**src/rtl/book_pkg.sv**
```systemverilog
// book_pkg: shared types and widths for the book request path.
//   - Field widths of a book command (stock, order id, quantity, price).
//   - Opcode encodings understood by book_builder.
//   - book_cmd_t: packed command word carried from each requester.
//   - arb_state_t: state encoding of book_request_arbiter.
package book_pkg;

  localparam int STOCK_W = 2;
  localparam int PRICE_W = 16;
  localparam int ORDER_W = 16;
  localparam int QTY_W   = 16;

  localparam logic [2:0] OP_ADD    = 3'd0;
  localparam logic [2:0] OP_CANCEL = 3'd1;
  localparam logic [2:0] OP_TRADE  = 3'd2;

  typedef struct packed {
    logic [2:0]         opcode;
    logic [STOCK_W-1:0] stock;
    logic [ORDER_W-1:0] order_id;
    logic [QTY_W-1:0]   quantity;
    logic [PRICE_W-1:0] price;
  } book_cmd_t;

  localparam int CMD_W = $bits(book_cmd_t);

  typedef enum logic [1:0] {
    ST_IDLE,
    ST_ISSUE,
    ST_WAIT,
    ST_RESP
  } arb_state_t;

  // Opcodes 3..7 are not understood by the builder.
  function automatic logic is_legal_op(input logic [2:0] op);
    return op <= OP_TRADE;
  endfunction

endpackage

```
**src/rtl/book_request_arbiter_if.sv**
```systemverilog
// book_request_arbiter_if: requester-side bus of the book request arbiter.
//   req_valid    requester i holds a command
//   req_cmd      packed book_cmd_t per requester
//   req_ready    one-hot accept; handshake completes on valid & ready
//   resp_valid   one-hot, one-cycle completion to the command owner
//   resp_error   qualifies resp_valid: builder error, illegal opcode or timeout
//   resp_timeout qualifies resp_valid: completion caused by timeout
// master = requester side, slave = arbiter side.
interface book_request_arbiter_if
  import book_pkg::*;
#(
  parameter int N_REQ = 4
) ();

  logic      [N_REQ-1:0] req_valid;
  book_cmd_t [N_REQ-1:0] req_cmd;
  logic      [N_REQ-1:0] req_ready;
  logic      [N_REQ-1:0] resp_valid;
  logic                  resp_error;
  logic                  resp_timeout;

  modport master (
    output req_valid, req_cmd,
    input  req_ready, resp_valid, resp_error, resp_timeout
  );

  modport slave (
    input  req_valid, req_cmd,
    output req_ready, resp_valid, resp_error, resp_timeout
  );

endinterface

```
**src/rtl/book_request_arbiter_rr_arbiter.sv**
```systemverilog
// rr_arbiter: combinational round-robin pick.
//   valid  request vector
//   ptr    highest-priority index this round
//   any    at least one request is valid
//   grant  one-hot of the first valid index at or after ptr (wrapping)
//   idx    binary index of the granted requester
module rr_arbiter #(
  parameter  int N_REQ = 4,
  localparam int IDX_W = $clog2(N_REQ)
) (
  input  logic [N_REQ-1:0] valid,
  input  logic [IDX_W-1:0] ptr,
  output logic             any,
  output logic [N_REQ-1:0] grant,
  output logic [IDX_W-1:0] idx
);

  // NOTE: every output gets a default before the loop so no path leaves a
  // variable unassigned, which would otherwise infer a latch.
  always_comb begin
    int j;
    any   = 1'b0;
    grant = '0;
    idx   = '0;
    for (int i = 0; i < N_REQ; i++) begin
      j = int'(ptr) + i;
      if (j >= N_REQ) j = j - N_REQ;
      if (!any && valid[j]) begin
        any      = 1'b1;
        grant[j] = 1'b1;
        idx      = IDX_W'(j);
      end
    end
  end

endmodule

```
**src/rtl/book_request_arbiter.sv**
```systemverilog
// book_request_arbiter: shares the single book_builder command port among
// N_REQ requesters with round-robin arbitration, one command in flight.
//   clk_100mhz, reset_n  system clock, asynchronous active-low reset
//   req                  requester bus (slave side of book_request_arbiter_if)
//   hold                 sampled only while idle; 1 blocks new grants
//   bb_start             one-cycle start strobe to the builder
//   bb_request..bb_delete  command fields, stable until the next grant
//   bb_done, bb_error    builder completion pulse and its error flag
//   busy                 arbiter is not idle
module book_request_arbiter
  import book_pkg::*;
#(
  parameter int N_REQ       = 4,
  parameter int TIMEOUT_CYC = 64
) (
  input  logic                clk_100mhz,
  input  logic                reset_n,
  book_request_arbiter_if.slave req,
  input  logic                hold,
  output logic                bb_start,
  output logic [2:0]          bb_request,
  output logic [STOCK_W-1:0]  bb_stock,
  output logic [ORDER_W-1:0]  bb_order_id,
  output logic [QTY_W-1:0]    bb_quantity,
  output logic [PRICE_W-1:0]  bb_price,
  output logic                bb_delete,
  input  logic                bb_done,
  input  logic                bb_error,
  output logic                busy
);

  localparam int IDX_W = $clog2(N_REQ);
  localparam int CNT_W = $clog2(TIMEOUT_CYC);

  arb_state_t       state;
  logic [IDX_W-1:0] rr_ptr;
  logic [IDX_W-1:0] owner;
  logic [CNT_W-1:0] cnt;
  logic             illegal_q;
  logic             err_q;
  logic             tmo_q;

  logic             pick_any;
  logic [N_REQ-1:0] pick_grant;
  logic [IDX_W-1:0] pick_idx;
  book_cmd_t        sel_cmd;

  rr_arbiter #(.N_REQ(N_REQ)) u_rr (
    .valid (req.req_valid),
    .ptr   (rr_ptr),
    .any   (pick_any),
    .grant (pick_grant),
    .idx   (pick_idx)
  );

  assign sel_cmd = req.req_cmd[pick_idx];

  // NOTE: all state and outputs live in flops updated with non-blocking
  // assignments, so every read in this block sees the pre-edge value.
  always_ff @(posedge clk_100mhz or negedge reset_n) begin
    if (!reset_n) begin
      // NOTE: every flop here is control or a small output register, so all
      // are reset; an abandoned command simply vanishes with no response.
      state            <= ST_IDLE;
      rr_ptr           <= '0;
      owner            <= '0;
      cnt              <= '0;
      illegal_q        <= 1'b0;
      err_q            <= 1'b0;
      tmo_q            <= 1'b0;
      busy             <= 1'b0;
      bb_start         <= 1'b0;
      bb_request       <= '0;
      bb_stock         <= '0;
      bb_order_id      <= '0;
      bb_quantity      <= '0;
      bb_price         <= '0;
      bb_delete        <= 1'b0;
      req.req_ready    <= '0;
      req.resp_valid   <= '0;
      req.resp_error   <= 1'b0;
      req.resp_timeout <= 1'b0;
    end else begin
      // Strobes default low; the states below raise them for one cycle.
      req.req_ready    <= '0;
      req.resp_valid   <= '0;
      req.resp_error   <= 1'b0;
      req.resp_timeout <= 1'b0;
      bb_start         <= 1'b0;

      unique case (state)
        ST_IDLE: begin
          if (!hold && pick_any) begin
            req.req_ready <= pick_grant;
            owner         <= pick_idx;
            rr_ptr        <= (pick_idx == IDX_W'(N_REQ - 1)) ? '0 : pick_idx + IDX_W'(1);
            // Builder fields load at grant and hold until the next grant.
            bb_request    <= sel_cmd.opcode;
            bb_stock      <= sel_cmd.stock;
            bb_order_id   <= sel_cmd.order_id;
            bb_quantity   <= sel_cmd.quantity;
            bb_price      <= sel_cmd.price;
            bb_delete     <= (sel_cmd.opcode == OP_CANCEL);
            illegal_q     <= !is_legal_op(sel_cmd.opcode);
            busy          <= 1'b1;
            state         <= ST_ISSUE;
          end
        end

        ST_ISSUE: begin
          cnt <= '0;
          if (illegal_q) begin
            // Illegal opcodes never reach the builder.
            err_q <= 1'b1;
            tmo_q <= 1'b0;
            state <= ST_RESP;
          end else begin
            bb_start <= 1'b1;
            state    <= ST_WAIT;
          end
        end

        ST_WAIT: begin
          // Done takes priority over the final timeout cycle.
          if (bb_done) begin
            err_q <= bb_error;
            tmo_q <= 1'b0;
            state <= ST_RESP;
          end else if (cnt == CNT_W'(TIMEOUT_CYC - 1)) begin
            err_q <= 1'b1;
            tmo_q <= 1'b1;
            state <= ST_RESP;
          end else begin
            cnt <= cnt + CNT_W'(1);
          end
        end

        ST_RESP: begin
          req.resp_valid   <= N_REQ'(1) << owner;
          req.resp_error   <= err_q;
          req.resp_timeout <= tmo_q;
          busy             <= 1'b0;
          state            <= ST_IDLE;
        end

        default: state <= ST_IDLE;
      endcase
    end
  end

endmodule

```
**src/flat_wrapper.sv**
```systemverilog
// flat-port wrapper written by rule: the top's interface ports become plain ports
module book_request_arbiter_flat import book_pkg::*;
#(
  parameter int N_REQ       = 4,
  parameter int TIMEOUT_CYC = 64
)
  (clk_100mhz, reset_n, hold, bb_start, bb_request, bb_stock, bb_order_id, bb_quantity, bb_price, bb_delete, bb_done, bb_error, busy, req_req_valid, req_req_cmd, req_req_ready, req_resp_valid, req_resp_error, req_resp_timeout);
  book_request_arbiter_if #(.N_REQ(N_REQ)) req_i ();
  input  logic clk_100mhz;
  input  logic reset_n;
  input  logic hold;
  output logic bb_start;
  output logic [2:0] bb_request;
  output logic [STOCK_W-1:0] bb_stock;
  output logic [ORDER_W-1:0] bb_order_id;
  output logic [QTY_W-1:0] bb_quantity;
  output logic [PRICE_W-1:0] bb_price;
  output logic bb_delete;
  input  logic bb_done;
  input  logic bb_error;
  output logic busy;
  input wire logic [$bits(req_i.req_valid)-1:0] req_req_valid;
  input wire logic [$bits(req_i.req_cmd)-1:0] req_req_cmd;
  output wire logic [$bits(req_i.req_ready)-1:0] req_req_ready;
  output wire logic [$bits(req_i.resp_valid)-1:0] req_resp_valid;
  output wire logic [$bits(req_i.resp_error)-1:0] req_resp_error;
  output wire logic [$bits(req_i.resp_timeout)-1:0] req_resp_timeout;
  assign req_i.req_valid = req_req_valid;
  assign req_i.req_cmd = req_req_cmd;
  assign req_req_ready = req_i.req_ready;
  assign req_resp_valid = req_i.resp_valid;
  assign req_resp_error = req_i.resp_error;
  assign req_resp_timeout = req_i.resp_timeout;
  book_request_arbiter #(.N_REQ(N_REQ), .TIMEOUT_CYC(TIMEOUT_CYC)) u_core (.clk_100mhz(clk_100mhz), .reset_n(reset_n), .req(req_i), .hold(hold), .bb_start(bb_start), .bb_request(bb_request), .bb_stock(bb_stock), .bb_order_id(bb_order_id), .bb_quantity(bb_quantity), .bb_price(bb_price), .bb_delete(bb_delete), .bb_done(bb_done), .bb_error(bb_error), .busy(busy));
endmodule
```
**config.mk**
```make
export PLATFORM = sky130hd
export DESIGN_NAME = book_request_arbiter_flat
export DESIGN_NICKNAME = d
export VERILOG_FILES = /design/src/rtl/book_pkg.sv /design/src/rtl/book_request_arbiter_if.sv /design/src/rtl/book_request_arbiter_rr_arbiter.sv /design/src/rtl/book_request_arbiter.sv /design/src/flat_wrapper.sv
export SDC_FILE = /design/constraint.sdc
export NUM_CORES = 1
export LEC_CHECK = 0
export CAP_MARGIN = 25
export CORE_ASPECT_RATIO = 0.75
export CORE_MARGIN = 2
export CORE_UTILIZATION = 42
export CTS_CLUSTER_DIAMETER = 30
export DETAILED_ROUTE_END_ITERATION = 8
export PLACE_DENSITY = 0.9
export SETUP_SLACK_MARGIN = 0.5
export SLEW_MARGIN = 25
export SYNTH_ARGS = -nofsm -noshare
export SYNTH_HDL_FRONTEND = slang
export SYNTH_HIERARCHICAL = 1
export SYNTH_SLANG_ARGS = --single-unit
```
**constraint.sdc**
```tcl
create_clock -name clk_100mhz -period 9.9 [get_ports clk_100mhz]
set_clock_uncertainty 0.2 [all_clocks]
set_input_delay 1.98 -clock clk_100mhz [delete_from_list [all_inputs] [get_ports clk_100mhz]]
set_output_delay 1.98 -clock clk_100mhz [all_outputs]
set_load 0.02 [all_outputs]
```
==> results of run 1 <==
worst max path at each step:
| stage | startpoint | endpoint | slack (ns) | cells after the start |
|---|---|---|---|---|
| 2_1_floorplan | req_req_valid[2] | u_core/bb_order_id[10] | 5.38 | 8 |
| 3_3_place_gp | req_req_valid[2] | u_core/bb_delete | 4.43 | 8 |
| 3_5_place_dp | req_req_valid[2] | u_core/bb_delete | 4.42 | 7 |
| 4_1_cts | req_req_valid[2] | u_core/bb_delete | 4.76 | 8 |
| 5_1_grt | req_req_valid[2] | u_core/bb_delete | 4.59 | 8 |
| 6_report | req_req_valid[2] | u_core/bb_delete | 4.73 | 7 |
power breakdown:
| part | internal [mW] | switching (mW) | leakage, nW |
|---|---|---|---|
| clock network | 0.227 | 0.126 | 0.152 |
| registers | 0.464 | 0.0976 | 1.03 |
| logic | 0.784 | 0.772 | 2.32 |
cells in the mapped netlist, drive strengths merged (2+ instances only):
master / n
nand2: 179
dfrtp: 81
mux4: 57
clkbuf: 18
o21ai: 16
ha: 14
inv: 11
nor2: 11
buf: 10
a22oi: 8
a21oi: 5
and2: 5
and2b: 3
and3: 3
mux2: 3
nand2b: 3
nand3: 3
nor3: 3
o211ai: 3
a31oi: 2
a32o: 2
nor2b: 2
o31ai: 2
registers in the layout, indices dropped and copies added, names as in the netlist, 2 cells and up:
| name | flops |
|---|---|
| u_core/rr_ptr | 2 |
| u_core/req.req_ready | 4 |
| u_core/bb_request | 3 |
| u_core/bb_quantity | 16 |
| u_core/bb_price | 16 |
| u_core/state | 2 |
| u_core/req.resp_valid | 4 |
| u_core/bb_stock | 2 |
| u_core/owner | 2 |
| u_core/cnt | 6 |
| u_core/bb_order_id | 16 |
critical path: cells and delay by family:
kind	cells	cell delay [ns]
compound gates	2	0.51
mux	2	1.23
simple gates	1	0.35
buf+inv	2	1.07
routing by layer:
| metal | track usage, % | wire (um) | vias up |
|---|---|---|---|
| met5 | 0 | 0 | - |
| met3 | 8.55 | 1480 | 42 |
| met2 | 47.5 | 8640 | 226 |
| met4 | 8.86 | 522 | 0 |
| met1 | 30.7 | 6160 | 2310 |
| li1 | - | - | 2163 |
area by class of cell:
class,count,area [sq um],share of cell area (%)
clock inverters,4,76.3,0.928
multi-input cells,337,2740,33.3
flip-flops and latches,81,2030,24.6
inverters,12,45.0,0.547
clock buffers,11,243,2.95
repair buffers,290,2890,35.2
well taps,162,203,2.46
stage by stage:
stage	setup WS (ns)	area, sq um	utilization [%]	hold WS, ns
floorplan	5.38	4930	-	0.256
global placement	4.43	7900	68.5	0.258
detailed placement	4.42	7910	68.6	0.262
CTS	4.76	8220	71.3	0.278
global route	4.59	8230	71.4	0.292
finish	4.73	8230	71.4	0.271
logic make-up (layout without fill, tap and decap cells):
| logic type | Yosys count | in the layout | synth area share, % |
|---|---|---|---|
| simple gates | 217 | 217 | 18.4 |
| flops | 81 | 81 | 41.1 |
| compound gates | 45 | 45 | 5.99 |
| mux | 61 | 61 | 27.2 |
| buf+inv | 40 | 317 | 3.81 |
| fa+ha+maj | 14 | 14 | 3.55 |
==> parameters.txt, run 1 <==
Parameter                              Value

Status
  Status ... finished, final reports clean

Placement
  Last weighted congestion value of the routability-driven placer ... between 0.9 and 1
  Detailed placement HPWL ... between 10000 and 15000 um
  Placed cell count ... around 880
  I/O Buffers ... between 200 and 300

STA
  Final max-slew violation count ... 0
  Setup TNS after final layout ... 0 ns
  Post-route clock period utilization ... a little over half
  Period minus WS final ... between 5 and 6 ns
  RSZ-0062 raised after global routing ... false
  Final Hold Violating Endpoints ... 0
  Worst-Margin Slew ... between 0.7 and 0.8 ns
  Final setup violating endpoints ... 0
  Max Clock Freq ... roughly 190 MHz
  Worst relative slew slack ... 50.9%

Pwr
  Max VDD drop ... 0.180 mV
  Overall Power ... roughly 2.5 mW
  Leakage ... around 3.5 nW
  PwrDens ... 300 nW/um^2

Worst setup path
  Cells on worst reg2reg path ... 8
  Signal arrival time at the worst endpoint ... just over 5 ns
  CP Cell Sequence ... clkdlybuf4s50_1 -> mux4_1 -> nor3_1 -> a32o_2 -> buf_4 -> mux4_2 -> a32o_1
  Kind of critical path ... input pin to flop
  Worst Setup End Kind ... flop
  Capture instance of the worst register-to-register path ... u_core/bb_delete
  Max incr delay on CP ... ~0.8 ns
  Critical Path Slowest Stage Cell ... sky130_fd_sc_hd__mux4_1
  Reg-to-reg slack, setup ... 5.80 ns
  Critical path peak fanout ... 54
  RR Startpoint ... u_core/rr_ptr[0]
  CP Data Required Time ... about 10 ns
  Setup crit start kind ... input pin

Synth
  Synth area leader ... sky130_fd_sc_hd__dfrtp_1
  Average footprint of a synthesized cell ... about 11 sq um
  Most frequently used flop master after synthesis ... sky130_fd_sc_hd__dfrtp_1
  Total of flip-flops plus latches after synthesis ... roughly 80
  Cell count after synthesis ... 458
  Warning count from the yosys run ... 6
  Net Count, Synth ... ~690
  Top area cells in the synthesized netlist ... sky130_fd_sc_hd__dfrtp_1 41%, sky130_fd_sc_hd__mux4_2 25%, sky130_fd_sc_hd__nand2_1 14%, sky130_fd_sc_hd__ha_1 3.6%, sky130_fd_sc_hd__mux4_1 1.6%
  Share of the synthesized area in the top cell type ... about two fifths
  Post-synthesis cell type count ... 47
  Cell area after synthesis ... 4930 sq um
  Sequential area share after synthesis ... between 40% and 50%
  Number of flops mapped to enable cells by yosys ... 0
  Async set-reset flop share out of synthesis ... 100%

Routing
  DRT Pass-1 Iters ... 4
  Initial DRC count ... 269
  Aggregate routed wire length ... 16800 um
  Post-DR wirelength/cell ... ~19 um
  Vias post-DR ... around 4700
  DRC errors left ... 0
  Detail-routed via count per cell ... 5.29
  ANT nets after route ... 0

Layout
  Layout cell share with drive strength beyond 1 ... a little under an eighth
  Number of antenna cells inserted ... 0
  Number of standard cells in the final layout excluding fillers ... between 800 and 900
  Count of nets after finishing ... around 970
  Commonest non-fill, non-tap cell in the layout ... sky130_fd_sc_hd__clkdlybuf4s50_1
  Commonest cells after routing, fill and taps aside ... 285 x sky130_fd_sc_hd__clkdlybuf4s50_1, 178 x sky130_fd_sc_hd__nand2_1, 81 x sky130_fd_sc_hd__dfrtp_1
  Fillcell total ... about 830
  Area growth syn-to-layout ... 66.9%

CTS
  Clock buffer depth ... 2
  CTS Root Cell ... sky130_fd_sc_hd__clkbuf_16
  Worst skew pair latency ... ~0.32 ns
  Total clock buffers created by CTS ... 9
  Number of sinks handled by clock tree synthesis ... 81
  Post-CTS repair timing setup buffer count ... 0
  Post-cts hold buffer count ... 0
  Post-CTS clock slew at the launch and capture registers of the worst setup and hold paths ... ~0.060 ns
  H-tree level count ... 3
  CTS tree ... yes
  CTS-repair resized insts ... 0

Die
  Number of top-level pins ... ~290
  Area of the die ... 12600 sq um
  Width of the chip ... between 100 and 150 um
  Effective utilization at floorplan ... between 40% and 50%
  Core Rows ... 34
  Chip height ... roughly 98 um
  Placeable core region ... approximately 12000 sq um

GRT
  First-pass GRT wire length ... around 26000 um
  Initial antenna violation count ... 0
  Maximum number of pins on one net before global-route repair ... between 80 and 90
  Vias in the first global route ... 5100
  Global-route congestion overflow total ... 0
  GR Util All Layers ... a little over a quarter

Worst hold path
  Type of the worst min-delay path ... flop to flop
  Min-Delay Endpoint ... u_core/bb_quantity[13]
  Hold path startpoint ... u_core/bb_quantity[13]
  Worst hold path stage count ... 2

Job
  Max-cap violations ... 0
Note: power is estimated with default switching activity, not from simulation.
==> run 2, diff against run 1 <==
--- a/config.mk
+++ b/config.mk
@@ -8,10 +8,10 @@
 export CAP_MARGIN = 25
 export CORE_ASPECT_RATIO = 0.75
 export CORE_MARGIN = 2
-export CORE_UTILIZATION = 42
+export CORE_UTILIZATION = 35
 export CTS_CLUSTER_DIAMETER = 30
 export DETAILED_ROUTE_END_ITERATION = 8
-export PLACE_DENSITY = 0.9
+export PLACE_DENSITY = 0.8
 export SETUP_SLACK_MARGIN = 0.5
 export SLEW_MARGIN = 25
 export SYNTH_ARGS = -nofsm -noshare
==> constraint.sdc (replaced) <==
create_clock -name clk_100mhz -period 4.7 [get_ports clk_100mhz]
set_clock_uncertainty 0.2 [all_clocks]
set_input_delay 0.94 -clock clk_100mhz [delete_from_list [all_inputs] [get_ports clk_100mhz]]
set_output_delay 0.94 -clock clk_100mhz [all_outputs]
set_load 0.02 [all_outputs]
==> run 2 against run 1 <==
Effect of this change: routed wire length down 0.29%; power up 110%; non-clock buffer count up 5; worst hold slack better by 0.00060 ns; first-iteration DRC count down 3.7%; utilization down 11 points; die area up 19%; largest power group unchanged; register-to-register slack worse by 5.0 ns; setup slack worse by 4.0 ns; cell count up 2.1%; critical path type unchanged; critical path depth up 1.
==> parameters.txt, run 2 (same netlist as run 1, synthesis figures left out) <==
Parameter                              Value

Worst setup path
  Dominant cell type by count on the critical path ... sky130_fd_sc_hd__nand2_1
  Reg-to-reg slack, setup ... 0.82 ns
  Kind of critical path ... input pin to flop
  Capture instance of the worst register-to-register path ... u_core/bb_price[0]
  Critical path buffers and inverters ... 2
  RR Startpoint ... u_core/rr_ptr[0]
  Worst Setup End Kind ... flop
  Start point of the critical path ... req_req_valid[2]
  CP Data Required Time ... 4.73 ns
  Critical Path Slowest Stage Cell ... sky130_fd_sc_hd__mux4_1
  Cell type group with the largest total delay on the critical path ... multiplexers
  Signal arrival time at the worst endpoint ... around 4.0 ns
  Critical path peak fanout ... 32
  CP Cell Sequence ... clkdlybuf4s50_1 -> mux4_1 -> nor3_1 -> a32o_2 -> buf_12 -> mux4_2 -> nand2_1 -> nand2_1
  Setup crit start kind ... input pin
  Cells on worst reg2reg path ... 9
  Max incr delay on CP ... between 0.7 and 0.8 ns

Routing
  Aggregate routed wire length ... roughly 17000 um
  DRT Pass-1 Iters ... 4
  ANT nets after route ... 0
  Detail-routed via count per cell ... about 5.1
  Vias post-DR ... 4670
  DRC errors left ... 0
  Initial DRC count ... about 260
  Post-DR wirelength/cell ... ~18 um

GRT
  Initial antenna violation count ... 0
  Vias in the first global route ... roughly 5000
  Global-route congestion overflow total ... 0
  GR Util All Layers ... approximately 22%
  First-pass GRT wire length ... around 26000 um
  Maximum number of pins on one net before global-route repair ... 82

Pwr
  PwrDens ... 633 nW/um^2
  Leakage ... between 3 and 4 nW
  Max VDD drop ... ~0.32 mV

CTS
  Post-CTS clock slew at the launch and capture registers of the worst setup and hold paths ... ~0.06 ns
  Clock buffer depth ... 2
  Total clock buffers created by CTS ... 9
  CTS Root Cell ... sky130_fd_sc_hd__clkbuf_16
  CTS-repair resized insts ... 0
  H-tree level count ... 3
  Post-CTS repair timing setup buffer count ... 0
  Worst skew pair latency ... 0.33 ns
  Number of sinks handled by clock tree synthesis ... 81
  CTS tree ... yes
  Post-cts hold buffer count ... 0

Die
  Width of the chip ... 141 um
  Area of the die ... 15100 sq um
  Number of top-level pins ... 287
  Placeable core region ... 13700 sq um
  Effective utilization at floorplan ... 35.9%
  Chip height ... between 100 and 150 um
  Core Rows ... 37

Worst hold path
  Hold path startpoint ... u_core/bb_quantity[0]
  Min-Delay Endpoint ... u_core/bb_quantity[0]
  Type of the worst min-delay path ... flop to flop
  Worst hold path stage count ... 2

Layout
  Fillcell total ... 1106
  Layout cell share with drive strength beyond 1 ... approximately an eighth
  Area of the multi-input gates ... ~2700 sq um
  Commonest non-fill, non-tap cell in the layout ... sky130_fd_sc_hd__clkdlybuf4s50_1
  Count of nets after finishing ... just under 1000
  Registers with the highest flip-flop counts ... u_core/bb_order_id: 16 flops, u_core/bb_price: 16 flops, u_core/bb_quantity: 16 flops
  Number of antenna cells inserted ... 0
  Area of all sequential standard cells ... 2030 sq um
  Commonest cells after routing, fill and taps aside ... 285 x sky130_fd_sc_hd__clkdlybuf4s50_1, 178 x sky130_fd_sc_hd__nand2_1, 81 x sky130_fd_sc_hd__dfrtp_1
  Number of standard cells in the final layout excluding fillers ... around 920
  Area growth syn-to-layout ... 68.4%

Placement
  Last weighted congestion value of the routability-driven placer ... between 0.8 and 0.9
  Placed cell count ... 900
  I/O Buffers ... roughly 290
  Detailed placement HPWL ... 13100 um

STA
  Setup TNS after final layout ... 0 ns
  Max Clock Freq ... ~250 MHz
  Final setup violating endpoints ... 0
  RSZ-0062 raised after global routing ... false
  Final max-slew violation count ... 0
  Post-route clock period utilization ... ~85%
  Worst-Margin Slew ... about 0.83 ns
  Period minus WS final ... just under 4 ns
  Final Hold Violating Endpoints ... 0
  Worst relative slew slack ... about 45%

Status
  Status ... finished, final reports clean

Job
  Max-cap violations ... 0
[run 2: per-layer routing]
metal | part of all wire (%) | vias to the layer above | global-route usage, %
met3 | 7.8 | 29 | 6.61
met2 | 51 | 211 | 38.4
met4 | 2.2 | 0 | 6.64
met5 | 0 | - | 0
met1 | 39 | 2252 | 26.8
li1 | - | 2178 | -
[run 2: cell type report]
type                       count  area share, %
timing repair buffer         295           35.9
multi-input combinational    337           33.0
tap                          175           2.64
inverter                      12          0.543
sequential                    81           24.4
clock inverter                 5          0.678
clock buffer                  11           2.80
[run 2: where the power goes]
group	internal [mW]	switching [mW]	total, mW
logic	1.76	1.61	3.37
clock network	0.411	0.281	0.692
registers	0.979	0.211	1.19
[run 2: per-stage QoR]
step                      hold WS (ns)  power, mW  utilization [%]  worst slack (ns)  area (sq um)
after floorplan                  0.256       3.39                -              1.22          4930
after global placement           0.258       4.49             58.2             0.477          8010
after detailed placement         0.262       4.60             58.2             0.387          8010
after CTS                        0.277       5.31             60.3             0.734          8300
after global routing             0.294       5.61             60.4             0.593          8300
final                            0.272       5.25             60.4             0.725          8300
[run 2: how the worst max path moves through the flow]
stage | slack (ns) | cells after the start | to
after floorplan | 1.22 | 8 | u_core/bb_order_id[10]
after global placement | 0.48 | 7 | u_core/bb_price[0]
after detailed placement | 0.39 | 7 | u_core/bb_price[0]
after CTS | 0.73 | 7 | u_core/bb_price[0]
after global routing | 0.59 | 7 | u_core/bb_price[12]
final | 0.72 | 8 | u_core/bb_price[0]
[run 2: worst min-delay path: stages, from the launching register on]
cell                      delay (ns)
sky130_fd_sc_hd__dfrtp_1        0.34
sky130_fd_sc_hd__nand2_1        0.05
sky130_fd_sc_hd__nand2_1        0.05
